===== src/rtl/regfile_pkg.sv =====
// Shared constants, arbiter state type and a reference round-robin pick
// for the register-file write-port arbiter.
package regfile_pkg;

   localparam int REG_ADDR_W = 5;
   localparam int REG_DATA_W = 32;

   typedef enum logic [0:0] {
      ARB  = 1'b0,
      LOCK = 1'b1
   } arb_state_t;

   typedef struct packed {
      logic       found;
      logic [2:0] idx;
   } rr_pick_t;

   // Behavioural round-robin pick over up to 8 requesters.
   function automatic rr_pick_t rr_pick(input logic [7:0] valid, input logic [2:0] ptr,
                                        input int numReq);
      rr_pick_t res;
      int       i;
      res = {1'b0, 3'd0};
      for (int k = numReq - 1; k >= 0; k--) begin
         i = (int'(ptr) + k) % numReq;
         if (valid[i]) begin
            res.found = 1'b1;
            res.idx   = 3'(i);
         end else begin
            res = res;
         end
      end
      return res;
   endfunction

endpackage


===== src/rtl/regfile_write_arbiter_rr_priority_pick.sv =====
// Combinational round-robin pick: rotate by the pointer, take the lowest set
// bit, then rotate the index back into requester numbering.
module rr_priority_pick
   import regfile_pkg::*;
#(
   parameter int N  = 4,
   parameter int IW = $clog2(N)
) (
   input  logic [N-1:0]  valid,
   input  logic [IW-1:0] ptr,
   output logic [IW-1:0] winner,
   output logic          found
);

   localparam logic [IW:0] NUM = (IW + 1)'(N);

   logic [2*N-1:0] dbl_s;
   logic [N-1:0]   rot_s;
   logic [IW-1:0]  off_s;
   logic [IW:0]    sum_s;

   // Rotate, priority-encode, rotate back.
   always_comb begin
      dbl_s = {valid, valid} >> ptr;
      rot_s = dbl_s[N-1:0];
      off_s = {IW{1'b0}};
      for (int k = N - 1; k >= 0; k--) begin
         if (rot_s[k]) begin
            off_s = IW'(k);
         end else begin
            off_s = off_s;
         end
      end
      found = |rot_s;
      sum_s = {1'b0, ptr} + {1'b0, off_s};
      if (sum_s >= NUM) begin
         winner = IW'(sum_s - NUM);
      end else begin
         winner = sum_s[IW-1:0];
      end
   end

endmodule


===== src/rtl/regfile_write_arbiter.sv =====
// Round-robin arbiter with bounded burst lock sharing the register file write
// port. Optional per-requester statistics under REGFILE_ARB_STATS_EN.
module regfile_write_arbiter
   import regfile_pkg::*;
#(
   parameter int NUM_REQ   = 4,
   parameter int MAX_BURST = 4,
   parameter int IW        = $clog2(NUM_REQ)
) (
   input  logic                             clock,
   input  logic                             ctrl_reset,
   input  logic [NUM_REQ-1:0]               req_valid,
   input  logic [NUM_REQ-1:0]               req_lock,
   input  logic [REG_ADDR_W*NUM_REQ-1:0]    req_reg,
   input  logic [REG_DATA_W*NUM_REQ-1:0]    req_data,
   output logic [NUM_REQ-1:0]               req_ready,
   output logic                             ctrl_writeEnable,
   output logic [REG_ADDR_W-1:0]            ctrl_writeReg,
   output logic [REG_DATA_W-1:0]            data_writeReg,
   output logic [IW-1:0]                    grant_id
`ifdef REGFILE_ARB_STATS_EN
   ,
   output logic [16*NUM_REQ-1:0]            grant_count,
   output logic [15:0]                      zero_drop_count
`endif
);

   localparam logic [3:0]         BURST_MAX = 4'(MAX_BURST);
   localparam logic               LOCK_EN   = (MAX_BURST > 1);
   localparam logic [IW-1:0]      LAST_ID   = IW'(NUM_REQ - 1);
   localparam logic [NUM_REQ-1:0] ONE_HOT0  = {{(NUM_REQ - 1){1'b0}}, 1'b1};

   arb_state_t            state_r, state_s;
   logic [IW-1:0]         rrPtr_r, rrPtr_s, owner_r, owner_s;
   logic [IW-1:0]         pickId_s, winId_s, winNext_s;
   logic [3:0]            lockCnt_r, lockCnt_s;
   logic                  pickFound_s, xfer_s;
   logic [NUM_REQ-1:0]    grant_s;
   logic [REG_ADDR_W-1:0] winReg_s;
   logic [REG_DATA_W-1:0] winData_s;

   rr_priority_pick #(.N(NUM_REQ), .IW(IW)) uPick (
      .valid  (req_valid),
      .ptr    (rrPtr_r),
      .winner (pickId_s),
      .found  (pickFound_s)
   );

   // Grant decode; reset masks ready so nothing is accepted while held in reset.
   always_comb begin
      winId_s = (state_r == LOCK) ? owner_r : pickId_s;
      grant_s = {NUM_REQ{1'b0}};
      if (ctrl_reset) begin
         grant_s = {NUM_REQ{1'b0}};
      end else if (state_r == LOCK) begin
         if (req_valid[owner_r]) grant_s = ONE_HOT0 << owner_r;
         else                    grant_s = {NUM_REQ{1'b0}};
      end else begin
         if (pickFound_s) grant_s = ONE_HOT0 << pickId_s;
         else             grant_s = {NUM_REQ{1'b0}};
      end
      xfer_s    = |grant_s;
      winNext_s = (winId_s == LAST_ID) ? {IW{1'b0}} : winId_s + IW'(1);
      winReg_s  = req_reg[REG_ADDR_W*winId_s +: REG_ADDR_W];
      winData_s = req_data[REG_DATA_W*winId_s +: REG_DATA_W];
   end

   assign req_ready = grant_s;

   // Next-state logic for ARB/LOCK, pointer and burst counter.
   always_comb begin
      state_s   = state_r;
      rrPtr_s   = rrPtr_r;
      owner_s   = owner_r;
      lockCnt_s = lockCnt_r;
      case (state_r)
         ARB: begin
            if (xfer_s) begin
               rrPtr_s = winNext_s;
               if (req_lock[winId_s] && LOCK_EN) begin
                  state_s   = LOCK;
                  owner_s   = winId_s;
                  lockCnt_s = 4'd1;
               end else begin
                  state_s = ARB;
               end
            end else begin
               state_s = ARB;
            end
         end
         LOCK: begin
            // rrPtr already sits at owner+1, leaving the owner last on exit.
            if (xfer_s) lockCnt_s = lockCnt_r + 4'd1;
            else        lockCnt_s = lockCnt_r;
            if (!req_valid[owner_r] || !req_lock[owner_r] || (xfer_s && lockCnt_s == BURST_MAX)) begin
               state_s   = ARB;
               lockCnt_s = 4'd0;
            end else begin
               state_s = LOCK;
            end
         end
         default: begin
            state_s   = ARB;
            lockCnt_s = 4'd0;
         end
      endcase
   end

   // State registers.
   always_ff @(posedge clock or posedge ctrl_reset) begin
      if (ctrl_reset) begin
         state_r   <= ARB;
         rrPtr_r   <= {IW{1'b0}};
         owner_r   <= {IW{1'b0}};
         lockCnt_r <= 4'd0;
      end else begin
         state_r   <= state_s;
         rrPtr_r   <= rrPtr_s;
         owner_r   <= owner_s;
         lockCnt_r <= lockCnt_s;
      end
   end

   // Register-file output stage; register-0 writes are accepted but not strobed.
   always_ff @(posedge clock or posedge ctrl_reset) begin
      if (ctrl_reset) begin
         ctrl_writeEnable <= 1'b0;
         ctrl_writeReg    <= {REG_ADDR_W{1'b0}};
         data_writeReg    <= {REG_DATA_W{1'b0}};
         grant_id         <= {IW{1'b0}};
      end else if (xfer_s) begin
         ctrl_writeEnable <= (winReg_s != 5'd0);
         ctrl_writeReg    <= winReg_s;
         data_writeReg    <= winData_s;
         grant_id         <= winId_s;
      end else begin
         ctrl_writeEnable <= 1'b0;
      end
   end

`ifdef REGFILE_ARB_STATS_EN
   for (genvar g = 0; g < NUM_REQ; g++) begin : gStats
      // Saturating per-requester transfer counter.
      always_ff @(posedge clock or posedge ctrl_reset) begin
         if (ctrl_reset) begin
            grant_count[16*g +: 16] <= 16'd0;
         end else if (grant_s[g] && grant_count[16*g +: 16] != 16'hFFFF) begin
            grant_count[16*g +: 16] <= grant_count[16*g +: 16] + 16'd1;
         end else begin
            grant_count[16*g +: 16] <= grant_count[16*g +: 16];
         end
      end
   end

   // Saturating count of accepted register-0 writes.
   always_ff @(posedge clock or posedge ctrl_reset) begin
      if (ctrl_reset) begin
         zero_drop_count <= 16'd0;
      end else if (xfer_s && winReg_s == 5'd0 && zero_drop_count != 16'hFFFF) begin
         zero_drop_count <= zero_drop_count + 16'd1;
      end else begin
         zero_drop_count <= zero_drop_count;
      end
   end
`endif

endmodule


===== config.mk =====
export PLATFORM = sky130hd
export DESIGN_NAME = regfile_write_arbiter
export DESIGN_NICKNAME = d
export VERILOG_FILES = /design/src/rtl/regfile_pkg.sv /design/src/rtl/regfile_write_arbiter_rr_priority_pick.sv /design/src/rtl/regfile_write_arbiter.sv
export SDC_FILE = /design/constraint.sdc
export NUM_CORES = 1
export LEC_CHECK = 0
export ABC_AREA = 1
export BUFFER_PORTS_ARGS = -buffer_cell sky130_fd_sc_hd__buf_2
export CAP_MARGIN = 20
export CORE_ASPECT_RATIO = 1.75
export CORE_MARGIN = 2
export CORE_UTILIZATION = 41
export DETAILED_ROUTE_END_ITERATION = 7
export PLACE_DENSITY = 0.78
export SLEW_MARGIN = 20
export SYNTH_ARGS = -nofsm -noshare
export SYNTH_HDL_FRONTEND = slang
export SYNTH_SLANG_ARGS = --single-unit

===== constraint.sdc =====
create_clock -name clock -period 3.2 [get_ports clock]
set_input_delay 0.8 -clock clock [delete_from_list [all_inputs] [get_ports clock]]
set_output_delay 0.8 -clock clock [all_outputs]
set_load 0.005 [all_outputs]

==> flow_summary.ini, run 1 <==
[layout]
layout.cells.non_filler = 871
final_cell_area_sq_um = 4870
fin_nets = 915
n_antenna_cell = 0
area_delta_synth_final_pct = 38.0
drive_above_1_share_pct = 35.1
final_core_util_pct = 58.6

[global_route]
grt_usage_pct = 25.6
grt-ovfl-total = 0
grt_pass1_wl_um = 19100
antenna_found_initial = 0
grt_pass1_vias = 4283
grt_max_degree = 57

[setup_path]
crit_arrival_ps = 2350
end_kind = primary output
criticalPathCategory = in -> out
cp_max_fo = 3
startpoint_type = input port
cp.required_ps = 2400
timing.rr.end = ctrl_writeReg[4]
r2r_cells = 19
regToRegStartpoint = rrPtr_r[0]
reg2reg_slack_ps = 290

[sta]
period_share_pct = 98.3
tightestPinTransition_ps = 626
layout_min_cycle_time_ps = 3150
drv_slew = 0
clock.fmax_mhz = 318
totalNegativeSetupSlack_ps = 0
finalHoldViolCount = 0
slew_headroom_pct = 58.3
finalSetupViolCount = 0
skew_ps = 3.18

[logic_synthesis]
yosys_warnings = 0
synth_cell_types = 31
syn_area_sq_um = 3530
yosysSeqAreaShare_pct = 34.7
synthFlopType = dfrtp_1
synth_fp_nets = 722
avgSynthCellArea_sq_um = 6.28
synth_seq_cells = 49
synth_enable_flop_cells = 0
async_flop_share_pct = 100
synthCells = 562

[routing]
drt-initial-drc-count = 178
dr.pass1.iters = 4
vias_per_cell = 5.07
ant_nets = 0
wirelength_um = 11600
drc = 0
vias = 4418
wl_per_cell_um = 13.4

[clock_network]
numCtsBuffers = 5
cts_sinks = 49
path_clk_slew_ps = 60
cts_hold_buffers = 0
clockBufferDepth = 2
tritoncts = done
clk_latency_ps = 290
cts_root_buf = clkbuf_16
htree_levels = 2

[place]
dp_cells = 861
port-buffer-count = 201
gp_congestion = 0.982
place_area_sq_um = 4660
dpl.hpwl_um = 8990

[worst_hold_path]
hp-class = reg -> reg
hold_path.startpoint = data_writeReg[23]
hold_path_end = data_writeReg[23]
hold_path_depth = 2

[floorplanning]
rows = 44
io-pin-count = 202
die-area_sq_um = 9400
core_area_sq_um = 8310
initial_utilization_pct = 42.5
chipHeight_um = 127
die_w_um = 74.1

[outcome]
status = completed

[run]
cap_violations = 0
## layout make-up
cell class                      instances  area [sq um]
Clock inverter                          2          15.0
Multi-Input combinational cell        458          2110
Sequential cell                        49          1230
Tap cell                              115           144
Fill cell                             791          3440
Timing Repair Buffer                  219          1170
Clock buffer                            6           129
Inverter                               22          83.8
## layout by cell type, fill, tap and decap left out
cell / synthesis / final
xor2_1: 4 / 3
a41oi_1: 1 / 1
nor2_1: 149 / 148
buf_12: 0 / 2
nor2_2: 2 / 3
nand2_2: 5 / 14
clkbuf_16: 0 / 5
clkinvlp_4: 0 / 2
ha_2: 0 / 1
clkbuf_1: 14 / 1
ha_1: 2 / 1
nor2_4: 1 / 1
a21boi_1: 0 / 1
dfrtp_1: 49 / 49
o22ai_1: 1 / 1
nand2_1: 134 / 125
o21bai_4: 0 / 1
buf_2: 9 / 201
o21ai_0: 74 / 74
a31oi_1: 5 / 5
buf_4: 3 / 16
nor3_1: 2 / 2
nand3_2: 2 / 4
inv_1: 18 / 16
clkinv_2: 1 / 1
o211ai_1: 6 / 6
xor2_2: 0 / 1
o21ai_2: 1 / 1
nand3_1: 57 / 55
inv_2: 2 / 5
or2_2: 6 / 6
o21ai_1: 3 / 3
nor2_8: 1 / 1
## worst max-delay path by stage
stage | start | endpoint | cells after the start
final | req_valid[1] | req_ready[0] | 14
after floorplan | ctrl_reset | req_ready[3] | 5
after detailed placement | req_valid[1] | req_ready[2] | 14
after CTS | req_valid[1] | req_ready[2] | 14
after global routing | req_valid[1] | req_ready[0] | 14
after global placement | req_valid[1] | req_ready[3] | 14
## cells by family (layout without fill, tap and decap cells)
group | count (synthesis) | after routing | synth area share [%]
AOI/OAI and AO/OA | 93 | 93 | 14.2
and+or+nand+nor | 359 | 359 | 42.2
xor gates and xnor gates | 4 | 4 | 0.992
DFF | 49 | 49 | 34.7
buffers and inverters | 55 | 249 | 7.16
adders and majority gates | 2 | 2 | 0.709
## stage by stage
stage	hold slack [ps]	worst slack, ps
after floorplan	465	15.2
after global placement	458	52.4
after detailed placement	460	-18.3
after CTS	478	38.1
after global routing	509	-52.4
final	472	54.3
## worst max-delay path, cell delays in order
cell      delay (ps)
buf_2            120
nand2_2           70
nand3_1           90
nand2_2          100
nand3_1           70
a21boi_1         160
ha_2             290
inv_2             60
nor2_1            40
o21bai_4         180
nor2_1           120
nand2_1           90
inv_1             50
buf_2            100
## what timing repair did
item / CTS / global route
setup buffers: 0 / 2
gates cloned: 0 / 0
setup endpoints to repair: 4 / 4
pin swaps: 0 / 7
resized for setup: 3 / 14
## registers in the layout, summed over array words and instances, names as in the netlist
name and flops:
ctrl_writeEnable 1, ctrl_writeReg 5, data_writeReg 32, grant_id 2, lockCnt_r 4, owner_r 2, rrPtr_r 2, state_r 1
## cells in the mapped netlist (4+ instances only)
cell type | count | share of area [%]
nor2_1 | 149 | 16
nand2_1 | 134 | 14
o21ai_0 | 74 | 10
nand3_1 | 57 | 8.1
dfrtp_1 | 49 | 35
inv_1 | 18 | 1.9
clkbuf_1 | 14 | 1.5
buf_2 | 9 | 1.3
o211ai_1 | 6 | 1.3
or2_2 | 6 | 1.1
a31oi_1 | 5 | 0.89
nand2_2 | 5 | 0.89
buf_1 | 4 | 0.43
xor2_1 | 4 | 0.99
## routing by layer
| layer | vias up | global-route usage [%] | routed length, um |
|---|---|---|---|
| met4 | 0 | 13.3 | 483 |
| met3 | 39 | 3.73 | 579 |
| li1 | 2194 | - | - |
| met1 | 2012 | 28.7 | 4370 |
| met2 | 173 | 45.1 | 6200 |
| met5 | - | 0 | 0 |
Power of run 1 is not shown: default switching activity piles up to over one toggle a cycle in this logic, so the estimate is an artifact.
==> run 2: changes to the inputs <==
- ABC_AREA: 1 -> unset
- CORE_MARGIN: 2 -> unset
- CORE_UTILIZATION: 41 -> 40
==> flow_summary.ini, run 2 <==
[pwr]
fin_total_pwr_w = 0.00607
comb_power_share_pct = 70.3
ir_drop_v = 0.000583
clkPwrFrac_pct = 10.3
power.share.sequential_pct = 19.5
internal-power_w = 0.00381
power_switching_w = 0.00226
swShare_pct = 37.2
powerDensity_nw_per_um2 = 1200
leakagePower_nw = 2.39

[logic_synthesis]
yosys_warnings = 0
synth-xor-area-share_pct = 0.774
synth_cell_types = 49
synth_top_family_by_area = multiplexers
yosysSeqAreaShare_pct = 36.1
synth_adder_area_share_pct = 0.737
yosysTopAreaCell = dfrtp_1
yosys-top-cells-count = dfrtp_1, mux2_2, mux4_2
syn_area_sq_um = 3390
avgSynthCellArea_sq_um = 12.8
synth_enable_flop_cells = 0
synthCells = 266
async_flop_share_pct = 100
synth_mux_area_share_pct = 39.6
synth_compound_area_share_pct = 10.6
synth_top_area_share_pct = 36.1
synthFlopType = dfrtp_1
synth_simple_gate_area_share_pct = 7.85
synth_seq_cells = 49
yosysMostFrequentCell = dfrtp_1
synth_fp_nets = 426
synth_area_leaders = dfrtp_1, mux4_2, mux2_2

[layout]
largest_reg_flops = 32
multi_input_area_sq_um = 2100
mostFrequentLayoutCell = buf_2
fin_nets = 651
fillers = 655
reg_top3 = data_writeReg (32), ctrl_writeReg (5), lockCnt_r (4)
largest-register = data_writeReg
final_cell_mix = buf_2, dfrtp_1, mux2_2
drive_above_1_share_pct = 68.9
layout.cells.non_filler = 585
area_delta_synth_final_pct = 48.5
register_area_sq_um = 1230
final_core_util_pct = 61.0

[setup_path]
max_stage_delay_ps = 280
crit_arrival_ps = 2540
criticalPathCategory = in -> out
startpoint_type = input port
end_kind = primary output
cp_max_fo = 7
path_common_cell = nor4_2
crit_start = req_valid[3]
cp_slowest_cell = ha_2
reg2reg_slack_ps = 90
cp.required_ps = 2400
regToRegStartpoint = rrPtr_r[0]
cp_cell_sequence = buf_12 > nor2_4 > nor4_2 > a21oi_1 > o211ai_1 > ha_2 > xor2_2 > nor4_2 > or2_1 > a32oi_1 > nor2_1 > buf_2

[sta]
skew_ps = 11.0
finalSetupViolCount = 4
finalHoldViolCount = 0
totalNegativeSetupSlack_ps = -296
slew_headroom_pct = 56.7
drv_slew = 0
clock.fmax_mhz = 300
rsz0062_at_grt = yes
layout_min_cycle_time_ps = 3340
period_share_pct = 104
tightestPinTransition_ps = 649
finalWorstSetupSlack_ps = -136

[clock_network]
numCtsBuffers = 5
htree_levels = 2
cts_sinks = 49
cts_hold_buffers = 0
tritoncts = done
cts_root_buf = clkbuf_16
clk_latency_ps = 290
path_clk_slew_ps = 60
clockBufferDepth = 2

[floorplanning]
rows = 44
initial_utilization_pct = 41.1
chipHeight_um = 124
io-pin-count = 202
core_area_sq_um = 8260
die_w_um = 71.6
die-area_sq_um = 8870

[worst_hold_path]
hp-class = reg -> reg
hold_path.startpoint = data_writeReg[13]

[global_route]
grt_pass1_vias = 3377
grt_max_degree = 50
grt-ovfl-total = 0
grt_pass1_wl_um = 16400
grt_usage_pct = 24.3
antenna_found_initial = 1

[place]
dpl.hpwl_um = 8540
port-buffer-count = 201
dp_cells = 574
gp_congestion = 0.903
post-place-ws_ps = -438

[routing]
vias = 3320
drc = 0
wl_per_cell_um = 18.2
vias_per_cell = 5.68
ant_nets = 0
drt-initial-drc-count = 117
wirelength_um = 10700
dr.pass1.iters = 4

[outcome]
violations = setup timing
status = complete, but fails checks

[run]
cap_violations = 0
## run 2: changes by cell type in the layout (fill, tap and decap cells not counted), moves of 16 or more
cell     change
nor2_1     -143
nand2_1    -116
o21ai_0     -70
nand3_1     -50
mux2_2      +39
mux4_2      +35
buf_4       +16
## run 2: power groups by stage
stage / Clock, W / Sequential [W] / Combinational, W
4_1_cts: 0.000641 / 0.00118 / 0.00421
6_report: 0.000624 / 0.00118 / 0.00427
3_3_place_gp: 0 / 0.00118 / 0.00403
2_1_floorplan: 0 / 0.00116 / 0.00294
5_1_grt: 0.000667 / 0.00122 / 0.00458
3_5_place_dp: 0 / 0.00119 / 0.00418
## run 2: path summary, 6_finish.rpt
path	end	depth (start not counted)
setup / recovery	req_ready[0]	12
hold / removal	data_writeReg[13]	1
setup reg to reg	ctrl_writeEnable	10
hold reg to reg	data_writeReg[13]	1
max in group asynchronous	data_writeReg[11]	3
min in group asynchronous	state_r	3
## run 2: cell families after synthesis
kind of cell,count (synthesis)
flops,49
simple gates,49
mux,82
buf+inv,29
fa+ha+maj,2
xor+xnor,3
compound gates,52
## run 2: metal layers
metal	wire length [um]	vias up	GRT usage [%]
met4	366	0	10.9
met5	0	-	0
met2	5920	168	46.8
met1	3840	1611	25.2
li1	-	1505	-
met3	546	36	4.29
## run 2: final cells by class
cell class / count / share of cell area, %
Tap cell: 92 / 2.28
Inverter: 9 / 0.745
Antenna cell: 1 / 0.0497
Clock inverter: 2 / 0.745
Clock buffer: 6 / 2.76
Timing Repair Buffer: 238 / 27.4
Sequential cell: 49 / 24.3
Multi-Input combinational cell: 188 / 41.7
## run 2: per-stage QoR
stage	hold WS [ps]	area (sq um)
6_report	500	5040
5_1_grt	512	5040
4_1_cts	506	5000
3_5_place_dp	490	4760
3_3_place_gp	485	4760
2_1_floorplan	489	3480
## run 2: worst max-delay path, delay by kind of cell
family,cells,cell delay [ps]
AOI/OAI and AO/OA,3,390
xor gates and xnor gates,1,180
adders and majority gates,1,280
buffers and inverters,2,220
and+or+nand+nor,5,680
## run 2: timing repair
action,in CTS,in global routing
endpoints found under the setup margin,24,29
gates resized for setup,15,3
hold endpoints to repair,0,0
pin swaps,15,2
setup buffers,1,0
gates cloned,0,1
Note: power is estimated with default switching activity, not from simulation.
==> run 3: changes to the inputs <==
- CELL_PAD_IN_SITES_DETAIL_PLACEMENT: unset -> 0
- CELL_PAD_IN_SITES_GLOBAL_PLACEMENT: unset -> 1
- CORE_UTILIZATION: 40 -> 30
- PLACE_DENSITY: 0.78 -> unset
- PLACE_DENSITY_LB_ADDON: unset -> 0.1
==> flow_summary.ini, run 3 (synthesis gave the netlist of run 2 again) <==
[routing]
drt-initial-drc-count = 104
wl_per_cell_um = 18.6
vias = 3280
ant_nets = 0
drc = 0
vias_per_cell = 5.21
wirelength_um = 11700
dr.pass1.iters = 4

[setup_path]
cp_slowest_cell = ha_2
cp_max_fo = 5
startpoint_type = input port
max_stage_delay_ps = 240
end_kind = primary output
cp_cell_sequence = buf_6 > nor2_4 > nor3_1 > a21oi_1 > o211ai_1 > ha_2 > xor2_2 > nor4_4 > or2_4 > nand3_1 > a21oi_1 > buf_2
cp.required_ps = 2400
reg2reg_slack_ps = 70
path_common_cell = a21oi_1
regToRegStartpoint = rrPtr_r[0]
crit_arrival_ps = 2500
r2r_cells = 11
criticalPathCategory = in -> out
timing.rr.end = ctrl_writeEnable

[floorplanning]
die_w_um = 82.4
rows = 51
io-pin-count = 202
chipHeight_um = 143
core_area_sq_um = 11000
initial_utilization_pct = 30.7
die-area_sq_um = 11800

[sta]
rsz0062_at_grt = yes
skew_ps = 2.29
finalWorstSetupSlack_ps = -97.9
slew_headroom_pct = 57.1
finalSetupViolCount = 4
finalHoldViolCount = 0
tightestPinTransition_ps = 643
period_share_pct = 103
clock.fmax_mhz = 303
layout_min_cycle_time_ps = 3300
drv_slew = 0
holdWs_ps = 499

[global_route]
gr-usage-met2_pct = 37.8
gr-usage-met3_pct = 2.88
grt_pass1_vias = 3300
grt_usage_pct = 19.6
antenna_found_initial = 0
grt_pass1_wl_um = 16900
met1_usage_pct = 19.0
grt-ovfl-total = 0
grt_max_degree = 50
grt.busiest_layer = met2

[layout]
layout.cells.non_filler = 630
largest_reg_flops = 32
n_antenna_cell = 0
fillers = 1062
mostFrequentLayoutCell = buf_2
final_core_util_pct = 47.0
area_delta_synth_final_pct = 52.7
largest-register = data_writeReg
drive_above_1_share_pct = 70.3
reg_top3 = data_writeReg (32), ctrl_writeReg (5), lockCnt_r (4)
final_cell_mix = buf_2, dfrtp_1, mux2_2
fin_nets = 657

[pwr]
ir_drop_v = 0.000581
leakagePower_nw = 2.43
powerDensity_nw_per_um2 = 1230

[clock_network]
clockBufferDepth = 2
numCtsBuffers = 5
path_clk_slew_ps = 60
cts_root_buf = clkbuf_16
clk_latency_ps = 290
tritoncts = done
cts_sinks = 49
htree_levels = 2

[place]
dp_cells = 614
dpl.hpwl_um = 9560
port-buffer-count = 201
gp_congestion = 0.839

[worst_hold_path]
hp-class = reg -> reg
hold_path.startpoint = data_writeReg[15]
hold_path_end = data_writeReg[15]
hold_path_depth = 1

[run]
cap_violations = 0

[outcome]
status = complete, but fails checks
violations = setup timing
## run 3: cell type report
type                    instances  area [sq um]  share of cell area [%]
clock buffers                   7           153                    2.94
multi-input cells             188          2130                    41.0
repair buffers                244          1470                    28.4
flip-flops and latches         49          1230                    23.7
inverters                       9          37.5                   0.724
well taps                     132           165                    3.19
clock inverters                 1          5.00                  0.0965
## run 3: how the worst max path moves through the flow
| stage | startpoint | endpoint | slack (ps) | cells after the start |
|---|---|---|---|---|
| floorplan | req_valid[0] | ctrl_writeEnable | -170 | 12 |
| global placement | req_valid[3] | req_ready[1] | -350 | 12 |
| detailed placement | req_valid[3] | ctrl_writeEnable | -410 | 12 |
| CTS | req_valid[1] | req_ready[0] | -130 | 12 |
| global route | req_valid[2] | req_ready[1] | -240 | 12 |
| finish | req_valid[2] | req_ready[1] | -100 | 12 |
## run 3: routing by layer
layer,wire (um),up-vias
li1,-,1509
met1,3910,1602
met2,6550,140
met3,724,29
met4,519,0
met5,0,-
## run 3: power by group
part	internal (W)	switching, W	leakage (nW)
clock network	0.000331	0.000224	0.0799
registers	0.000966	0.000209	0.582
logic	0.00270	0.00196	1.77
## run 3: repair_timing
action	in CTS	in global routing
endpoints found under the hold margin	0	0
endpoints found under the setup margin	32	47
cloned	1	2
pin swaps	16	4
gates resized for setup	20	16
setup buffers	4	2
hold buffers	0	0
## run 3: critical path, delay by kind of cell
| kind | cells | cell delay [ps] |
|---|---|---|
| XOR/XNOR | 1 | 200 |
| AND/OR/NAND/NOR | 5 | 650 |
| adder cells (fa/ha/maj) | 1 | 240 |
| AO/OA/AOI/OAI | 3 | 370 |
| buffers and inverters | 2 | 230 |
## run 3: stage by stage
stage | worst slack, ps | power (W) | TNS, ps | area, sq um
2_1_floorplan | -174 | 0.00410 | -2280 | 3480
3_3_place_gp | -349 | 0.00535 | -12460 | 4790
3_5_place_dp | -412 | 0.00541 | -14580 | 4790
4_1_cts | -128 | 0.00614 | -380 | 5060
5_1_grt | -240 | 0.00683 | -3960 | 5180
6_report | -97.9 | 0.00639 | -242 | 5180
